**config.mk**
```make
export PLATFORM = sky130hd
export DESIGN_NAME = apm_meas_seq_ctrl
export DESIGN_NICKNAME = d
export VERILOG_FILES = /design/src/rtl/apm_meas_seq_ctrl.sv
export SDC_FILE = /design/constraint.sdc
export NUM_CORES = 1
export LEC_CHECK = 0
export ABC_AREA = 1
export CAP_MARGIN = 40
export CORE_AREA = 2 2 144 146
export DETAILED_ROUTE_END_ITERATION = 16
export DIE_AREA = 0 0 146 148
export PLACE_DENSITY = 0.5
export SLEW_MARGIN = 0
export SYNTH_ARGS = -nofsm -noshare
export SYNTH_HDL_FRONTEND = slang
export SYNTH_SLANG_ARGS = --single-unit
```
**constraint.sdc**
```tcl
create_clock -name clk -period 2.38 [get_ports clk]
set_input_delay 0.238 -clock clk [delete_from_list [all_inputs] [get_ports clk]]
set_output_delay 0.238 -clock clk [all_outputs]
set_load 0.005 [all_outputs]
```
**src/rtl/apm_meas_seq_ctrl.sv**
```systemverilog
// APM measurement sequencer: power-up, settle and windowed edge count of the APM oscillator.
// Optional calibration phase is built in when APM_CAL_PHASE_EN is defined.
module apm_meas_seq_ctrl #(
    parameter int CNT_W      = 16,
    parameter int WIN_W      = 16,
    parameter int SETTLE_CYC = 64,
    parameter int CAL_CYC    = 32
) (
    input  logic             clk,
    input  logic             rst_b,
    input  logic             start,
    input  logic             abort,
    input  logic             cfg_osc_sel,
    input  logic             cfg_step,
    input  logic [1:0]       cfg_xtor_sel,
    input  logic [3:0]       cfg_mux_sel,
    input  logic [3:0]       cfg_vdac_sel,
    input  logic [WIN_W-1:0] cfg_win_len,
    output logic             busy,
    output logic             done,
    output logic [CNT_W-1:0] result,
    output logic             overflow,
    output logic             apm_en_cal,
    output logic             apm_en_osc,
    output logic             apm_en_sensor,
    output logic             apm_en_step,
    output logic             apm_osc_sel,
    output logic [1:0]       apm_xtor_sel,
    output logic [3:0]       apm_mux_sel,
    output logic [3:0]       apm_vdac_sel,
    input  logic             apm_osc_out,
    output logic [2:0]       dbg_state
);

    localparam int SET_W = $clog2(SETTLE_CYC + 1);
    localparam int CAL_W = $clog2(CAL_CYC + 1);
    localparam int PH_W  = (SET_W > CAL_W) ? SET_W : CAL_W;
    localparam int TMR_W = (WIN_W > PH_W) ? WIN_W : PH_W;
    localparam logic [TMR_W-1:0] SET_LOAD = TMR_W'(SETTLE_CYC - 1);
`ifdef APM_CAL_PHASE_EN
    localparam logic [TMR_W-1:0] CAL_LOAD = TMR_W'(CAL_CYC - 1);
`endif

    typedef enum logic [2:0] {
        ST_IDLE   = 3'd0,
        ST_CAL    = 3'd1,
        ST_SETTLE = 3'd2,
        ST_MEAS   = 3'd3,
        ST_DONE   = 3'd4
    } state_e;

    state_e             state_q, state_d;
    logic [TMR_W-1:0]   tmr_q, tmr_d;
    logic               accept;

    logic               osc_sel_q, step_q;
    logic [1:0]         xtor_q;
    logic [3:0]         mux_q, vdac_q;
    logic [WIN_W-1:0]   win_q;

    logic               sync1_q, sync2_q, prev_q, edge_q;
    logic [CNT_W-1:0]   cnt_q, cnt_d;
    logic               ovf_q, ovf_d;
    logic [CNT_W-1:0]   result_q, result_d;

    assign accept = (state_q == ST_IDLE) && start && !abort;

    always_ff @(posedge clk or negedge rst_b) begin
        if (!rst_b) begin
            state_q <= ST_IDLE;
            tmr_q   <= '0;
        end else begin
            state_q <= state_d;
            tmr_q   <= tmr_d;
        end
    end

    // Phase timer counts down from length-1; a phase ends when it reads zero.
    always_comb begin
        state_d = state_q;
        tmr_d   = tmr_q;
        if (state_q != ST_IDLE && abort) begin
            state_d = ST_IDLE;
            tmr_d   = '0;
        end else begin
            case (state_q)
                ST_IDLE: begin
                    if (accept) begin
`ifdef APM_CAL_PHASE_EN
                        state_d = ST_CAL;
                        tmr_d   = CAL_LOAD;
`else
                        state_d = ST_SETTLE;
                        tmr_d   = SET_LOAD;
`endif
                    end
                end
                ST_CAL: begin
                    if (tmr_q == '0) begin
                        state_d = ST_SETTLE;
                        tmr_d   = SET_LOAD;
                    end else begin
                        tmr_d = tmr_q - 1'b1;
                    end
                end
                ST_SETTLE: begin
                    if (tmr_q == '0) begin
                        if (win_q == '0) begin
                            state_d = ST_DONE;
                        end else begin
                            state_d = ST_MEAS;
                            tmr_d   = TMR_W'(win_q) - 1'b1;
                        end
                    end else begin
                        tmr_d = tmr_q - 1'b1;
                    end
                end
                ST_MEAS: begin
                    if (tmr_q == '0) state_d = ST_DONE;
                    else             tmr_d   = tmr_q - 1'b1;
                end
                ST_DONE: state_d = ST_IDLE;
                default: state_d = ST_IDLE;
            endcase
        end
    end

    always_comb begin
        busy          = 1'b0;
        done          = 1'b0;
        apm_en_cal    = 1'b0;
        apm_en_sensor = 1'b0;
        apm_en_osc    = 1'b0;
        apm_osc_sel   = 1'b0;
        apm_en_step   = 1'b0;
        apm_xtor_sel  = '0;
        apm_mux_sel   = '0;
        apm_vdac_sel  = '0;
        case (state_q)
            ST_CAL: begin
                busy          = 1'b1;
                apm_en_sensor = 1'b1;
`ifdef APM_CAL_PHASE_EN
                apm_en_cal    = 1'b1;
`endif
            end
            ST_SETTLE: begin
                busy          = 1'b1;
                apm_en_sensor = 1'b1;
            end
            ST_MEAS: begin
                busy          = 1'b1;
                apm_en_sensor = 1'b1;
                apm_en_osc    = 1'b1;
            end
            ST_DONE: done = 1'b1;
            default: ;
        endcase
        // Select pins hold the latched configuration for the whole run, DONE included.
        if (state_q != ST_IDLE) begin
            apm_osc_sel  = osc_sel_q;
            apm_en_step  = step_q;
            apm_xtor_sel = xtor_q;
            apm_mux_sel  = mux_q;
            apm_vdac_sel = vdac_q;
        end
    end

    always_ff @(posedge clk or negedge rst_b) begin
        if (!rst_b) begin
            osc_sel_q <= 1'b0;
            step_q    <= 1'b0;
            xtor_q    <= '0;
            mux_q     <= '0;
            vdac_q    <= '0;
            win_q     <= '0;
        end else if (accept) begin
            osc_sel_q <= cfg_osc_sel;
            step_q    <= cfg_step;
            xtor_q    <= cfg_xtor_sel;
            mux_q     <= cfg_mux_sel;
            vdac_q    <= cfg_vdac_sel;
            win_q     <= cfg_win_len;
        end
    end

    always_comb begin
        cnt_d = cnt_q;
        ovf_d = ovf_q;
        if (accept) begin
            cnt_d = '0;
            ovf_d = 1'b0;
        end else if (state_q == ST_MEAS && !abort && edge_q) begin
            if (&cnt_q) ovf_d = 1'b1;
            else        cnt_d = cnt_q + 1'b1;
        end
        // Capture includes an edge counted on the final MEAS cycle.
        result_d = (state_d == ST_DONE) ? cnt_d : result_q;
    end

    always_ff @(posedge clk or negedge rst_b) begin
        if (!rst_b) begin
            sync1_q  <= 1'b0;
            sync2_q  <= 1'b0;
            prev_q   <= 1'b0;
            edge_q   <= 1'b0;
            cnt_q    <= '0;
            ovf_q    <= 1'b0;
            result_q <= '0;
        end else begin
            sync1_q  <= apm_osc_out;
            sync2_q  <= sync1_q;
            prev_q   <= sync2_q;
            edge_q   <= sync2_q & ~prev_q;
            cnt_q    <= cnt_d;
            ovf_q    <= ovf_d;
            result_q <= result_d;
        end
    end

    assign result    = result_q;
    assign overflow  = ovf_q;
    assign dbg_state = state_q;

endmodule

```
==> flow_metrics.env, run 1 <==
export IMPL_grt_max_degree=40
export IMPL_outcome="completed"
export IMPL_core_rowCount=52
export IMPL_detailed_place_hpwl_um=10100
export IMPL_mappedNetlistNets=737
export IMPL_global_routing_usage_summed_across_all_routing_layers_pct=13.2
export IMPL_initial_core_util_pct=24.6
export IMPL_antenna_found_initial=0
export IMPL_mean_instance_size_in_the_synthesized_netlist_sq_um=7.05
export IMPL_dpl_worst_slack_ns=0.427
export IMPL_slew_limit_headroom_pct=65.2
export IMPL_antenna_cells_inserted=0
export IMPL_wl_per_cell_um=12.6
export IMPL_grt_setup_unrepaired="false"
export IMPL_numPlacedInstances=1031
export IMPL_antenna_violating_nets_post_route=0
export IMPL_fin_skew_ns=0.00741
export IMPL_worst_path_arrival_time_ns=1.92
export IMPL_critPathCaptureType="output pin"
export IMPL_timing_fmax_mhz=464
export IMPL_chipHeight_um=148
export IMPL_coreArea_sq_um=20000
export IMPL_fin_worst_hold_slack_ns=0.335
export IMPL_port_buffers=68
export IMPL_drcViolationCount=0
export IMPL_synth_enable_flop_cells=0
export IMPL_clock_sinks=84
export IMPL_number_of_search_and_repair_iterations_in_the_first_detailed_routing_pass=5
export IMPL_cts_tree="built"
export IMPL_path_class="flop to output pin"
export IMPL_setup_reg_to_reg_worst_slack_ns=0.47
export IMPL_gate_count_post_synth=699
export IMPL_yosys_warnings=0
export IMPL_synth_seq_cells=84
export IMPL_dieArea_sq_um=21600
export IMPL_setup_viol_count_final=0
export IMPL_finalWorstPathRequiredPeriod_ns=2.16
export IMPL_critical_path_peak_fanout=14
export IMPL_synth_main_ff_cell="sky130_fd_sc_hd__dfrtp_1"
export IMPL_clock_tree_root_cell="sky130_fd_sc_hd__clkbuf_16"
export IMPL_cts_buffers_inserted=9
export IMPL_first_global_vias=4394
export IMPL_fin_ws_ns=0.224
export IMPL_netlist_cell_type_count=39
export IMPL_crit_share_post_route_pct=90.6
export IMPL_timing_max_cap_violations=0
export IMPL_layout_commonest_cell="sky130_fd_sc_hd__nand2_1"
export IMPL_cp_data_required_time_ns=2.14
export IMPL_finalHoldViolations=0
export IMPL_syn_area_sq_um=4930
export IMPL_gp_routability_congestion=0.842
export IMPL_critPathLaunchType="flop"
export IMPL_routed_wl_um=13200
export IMPL_final_net_count=811
export IMPL_worstHoldPathType="input port to asynchronous set/reset pin"
export IMPL_dr_total_vias=4486
export IMPL_power_leakage_nw=3.06
export IMPL_place_area_sq_um=5950
export IMPL_power_density_nw_per_um2=963
export IMPL_grt_overflow=0
export IMPL_finalNonFillerCells=1048
export IMPL_fin_setup_tns_ns=0
export IMPL_drv_slew=0
export IMPL_vias_per_cell=4.28
export IMPL_cts_buffer_depth=2
export IMPL_first_iter_violations=346
export IMPL_finalInstanceArea_sq_um=6260
export IMPL_clk_transition_reported_paths_ns=0.06
export IMPL_area_growth_from_synthesis_to_layout_pct=27.1
export IMPL_layout_drive_gt1_share_pct=8.10
export IMPL_layout_common_cells="sky130_fd_sc_hd__nand2_1 (246), sky130_fd_sc_hd__nor2_1 (85), sky130_fd_sc_hd__dfrtp_1 (84)"
export IMPL_grt_pass1_wl_um=22700
export IMPL_die_width_um=146
export IMPL_ir_drop_uv=383
export IMPL_worst_slew_pin_tran_ns=0.520
export IMPL_ys_async_rst_share_pct=100
export IMPL_number_of_h_tree_branching_levels=3
export IMPL_synth_sequential_area_ratio_pct=42.7
export IMPL_clkLatencyLatePin_ns=0.35
export IMPL_io_pins=70
==> metrics by stage <==
stage	util, %	power, W
global placement	29.7	0.00463
global route	31.3	0.00658
CTS	31.3	0.00612
detailed placement	29.7	0.00461
floorplan	-	0.00372
finish	31.3	0.00603
==> where the power goes <==
part / internal, W / switching, W / total, W
clock network: 0.000872 / 0.000584 / 0.00146
logic: 0.000978 / 0.00154 / 0.00252
registers: 0.00176 / 0.000291 / 0.00205
==> critical path: stages, from the launching register on <==
cell	delay [ns]
sky130_fd_sc_hd__dfrtp_1	0.49
sky130_fd_sc_hd__nor2_2	0.16
sky130_fd_sc_hd__nand2_1	0.11
sky130_fd_sc_hd__inv_2	0.25
sky130_fd_sc_hd__nor2_1	0.07
sky130_fd_sc_hd__clkdlybuf4s50_1	0.47
==> layout make-up <==
cell class	instances	area [sq um]
fill	2223	13800
multi-input combinational	515	2410
sequential	84	2100
timing repair buffer	79	788
tap	270	338
inverter	84	315
clock buffer	13	260
clock inverter	3	45.0
==> kinds of logic (layout without fill, tap and decap cells) <==
kind of cell,Yosys count,after routing,share of synthesized area (%)
other,1,1,0.0761
DFF,84,84,42.7
xor gates and xnor gates,19,19,3.38
AOI/OAI and AO/OA,55,55,6.20
and+or+nand+nor,435,435,38.1
adders and majority gates,5,5,1.27
buffers and inverters,100,179,8.33
==> registers in the layout, summed over array words and instances, names as in the netlist <==
register	flops
cnt_q	16
dbg_state	3
edge_q	1
mux_q	4
osc_sel_q	1
overflow	1
prev_q	1
result	16
step_q	1
sync1_q	1
sync2_q	1
tmr_q	16
vdac_q	4
win_q	16
xtor_q	2
==> metal layers <==
| metal | GRT usage, % | vias to the layer above | wire length, um |
|---|---|---|---|
| met5 | 0 | - | 0 |
| li1 | - | 2336 | - |
| met3 | 3.06 | 20 | 754 |
| met2 | 19.3 | 106 | 5580 |
| met1 | 18.4 | 2024 | 6550 |
| met4 | 6.17 | 0 | 319 |
==> what timing repair did <==
item | 4_1_cts | 5_1_grt
gates resized for setup | 0 | 0
hold buffers | 1 | 0
endpoints found under the setup margin | 0 | 0
buffers inserted | 0 | 0
hold endpoints to repair | 22 | 0
==> worst paths after layout <==
kind,startpoint,end,cells past startpoint
min in group clk,apm_osc_out,sync1_q,1
hold reg to reg,sync1_q,sync2_q,0
hold / removal,rst_b,tmr_q[0],2
setup / recovery,dbg_state[0],apm_mux_sel[2],5
setup reg to reg,tmr_q[0],tmr_q[9],11
max in group asynchronous,rst_b,tmr_q[12],3
==> synth_stat cells, types with 2 or more instances <==
library cell | count | share of area (%)
sky130_fd_sc_hd__nand2_1 | 246 | 19
sky130_fd_sc_hd__nor2_1 | 85 | 6.5
sky130_fd_sc_hd__dfrtp_1 | 84 | 43
sky130_fd_sc_hd__inv_1 | 74 | 5.6
sky130_fd_sc_hd__nand3_1 | 55 | 5.6
sky130_fd_sc_hd__o21ai_1 | 34 | 3.5
sky130_fd_sc_hd__xor2_1 | 14 | 2.5
sky130_fd_sc_hd__nand4_1 | 13 | 1.7
sky130_fd_sc_hd__buf_2 | 10 | 1.0
sky130_fd_sc_hd__nor2_2 | 10 | 1.3
sky130_fd_sc_hd__inv_2 | 9 | 0.69
sky130_fd_sc_hd__o21ai_0 | 6 | 0.61
sky130_fd_sc_hd__a21oi_1 | 5 | 0.51
sky130_fd_sc_hd__ha_1 | 5 | 1.3
sky130_fd_sc_hd__nand3b_1 | 5 | 0.76
sky130_fd_sc_hd__xnor2_1 | 5 | 0.89
sky130_fd_sc_hd__nand2_2 | 4 | 0.51
sky130_fd_sc_hd__nor2_4 | 4 | 0.91
sky130_fd_sc_hd__nor3_1 | 3 | 0.30
sky130_fd_sc_hd__o211ai_1 | 3 | 0.46
sky130_fd_sc_hd__or2_2 | 3 | 0.38
sky130_fd_sc_hd__buf_4 | 2 | 0.30
sky130_fd_sc_hd__buf_6 | 2 | 0.46
sky130_fd_sc_hd__nand3_2 | 2 | 0.41
sky130_fd_sc_hd__o21ai_2 | 2 | 0.36
(Power assumes the default switching activity.)
==> run 2: changes to the inputs <==
--- a/config.mk
+++ b/config.mk
@@ -6,11 +6,11 @@
 export NUM_CORES = 1
 export LEC_CHECK = 0
 export ABC_AREA = 1
-export CAP_MARGIN = 40
 export CORE_AREA = 2 2 144 146
 export DETAILED_ROUTE_END_ITERATION = 16
 export DIE_AREA = 0 0 146 148
 export PLACE_DENSITY = 0.5
+export SETUP_SLACK_MARGIN = 0.02
 export SLEW_MARGIN = 0
 export SYNTH_ARGS = -nofsm -noshare
 export SYNTH_HDL_FRONTEND = slang
==> results of run 2 <==
The final DEF is identical to that of run 1; final timing and power are the same.
==> run 3: changes to the inputs <==
--- a/config.mk
+++ b/config.mk
@@ -15,3 +15,4 @@
 export SYNTH_ARGS = -nofsm -noshare
 export SYNTH_HDL_FRONTEND = slang
 export SYNTH_SLANG_ARGS = --single-unit
+export TNS_END_PERCENT = 50
==> results of run 3 <==
The final DEF is identical to that of run 1; final timing and power are the same.
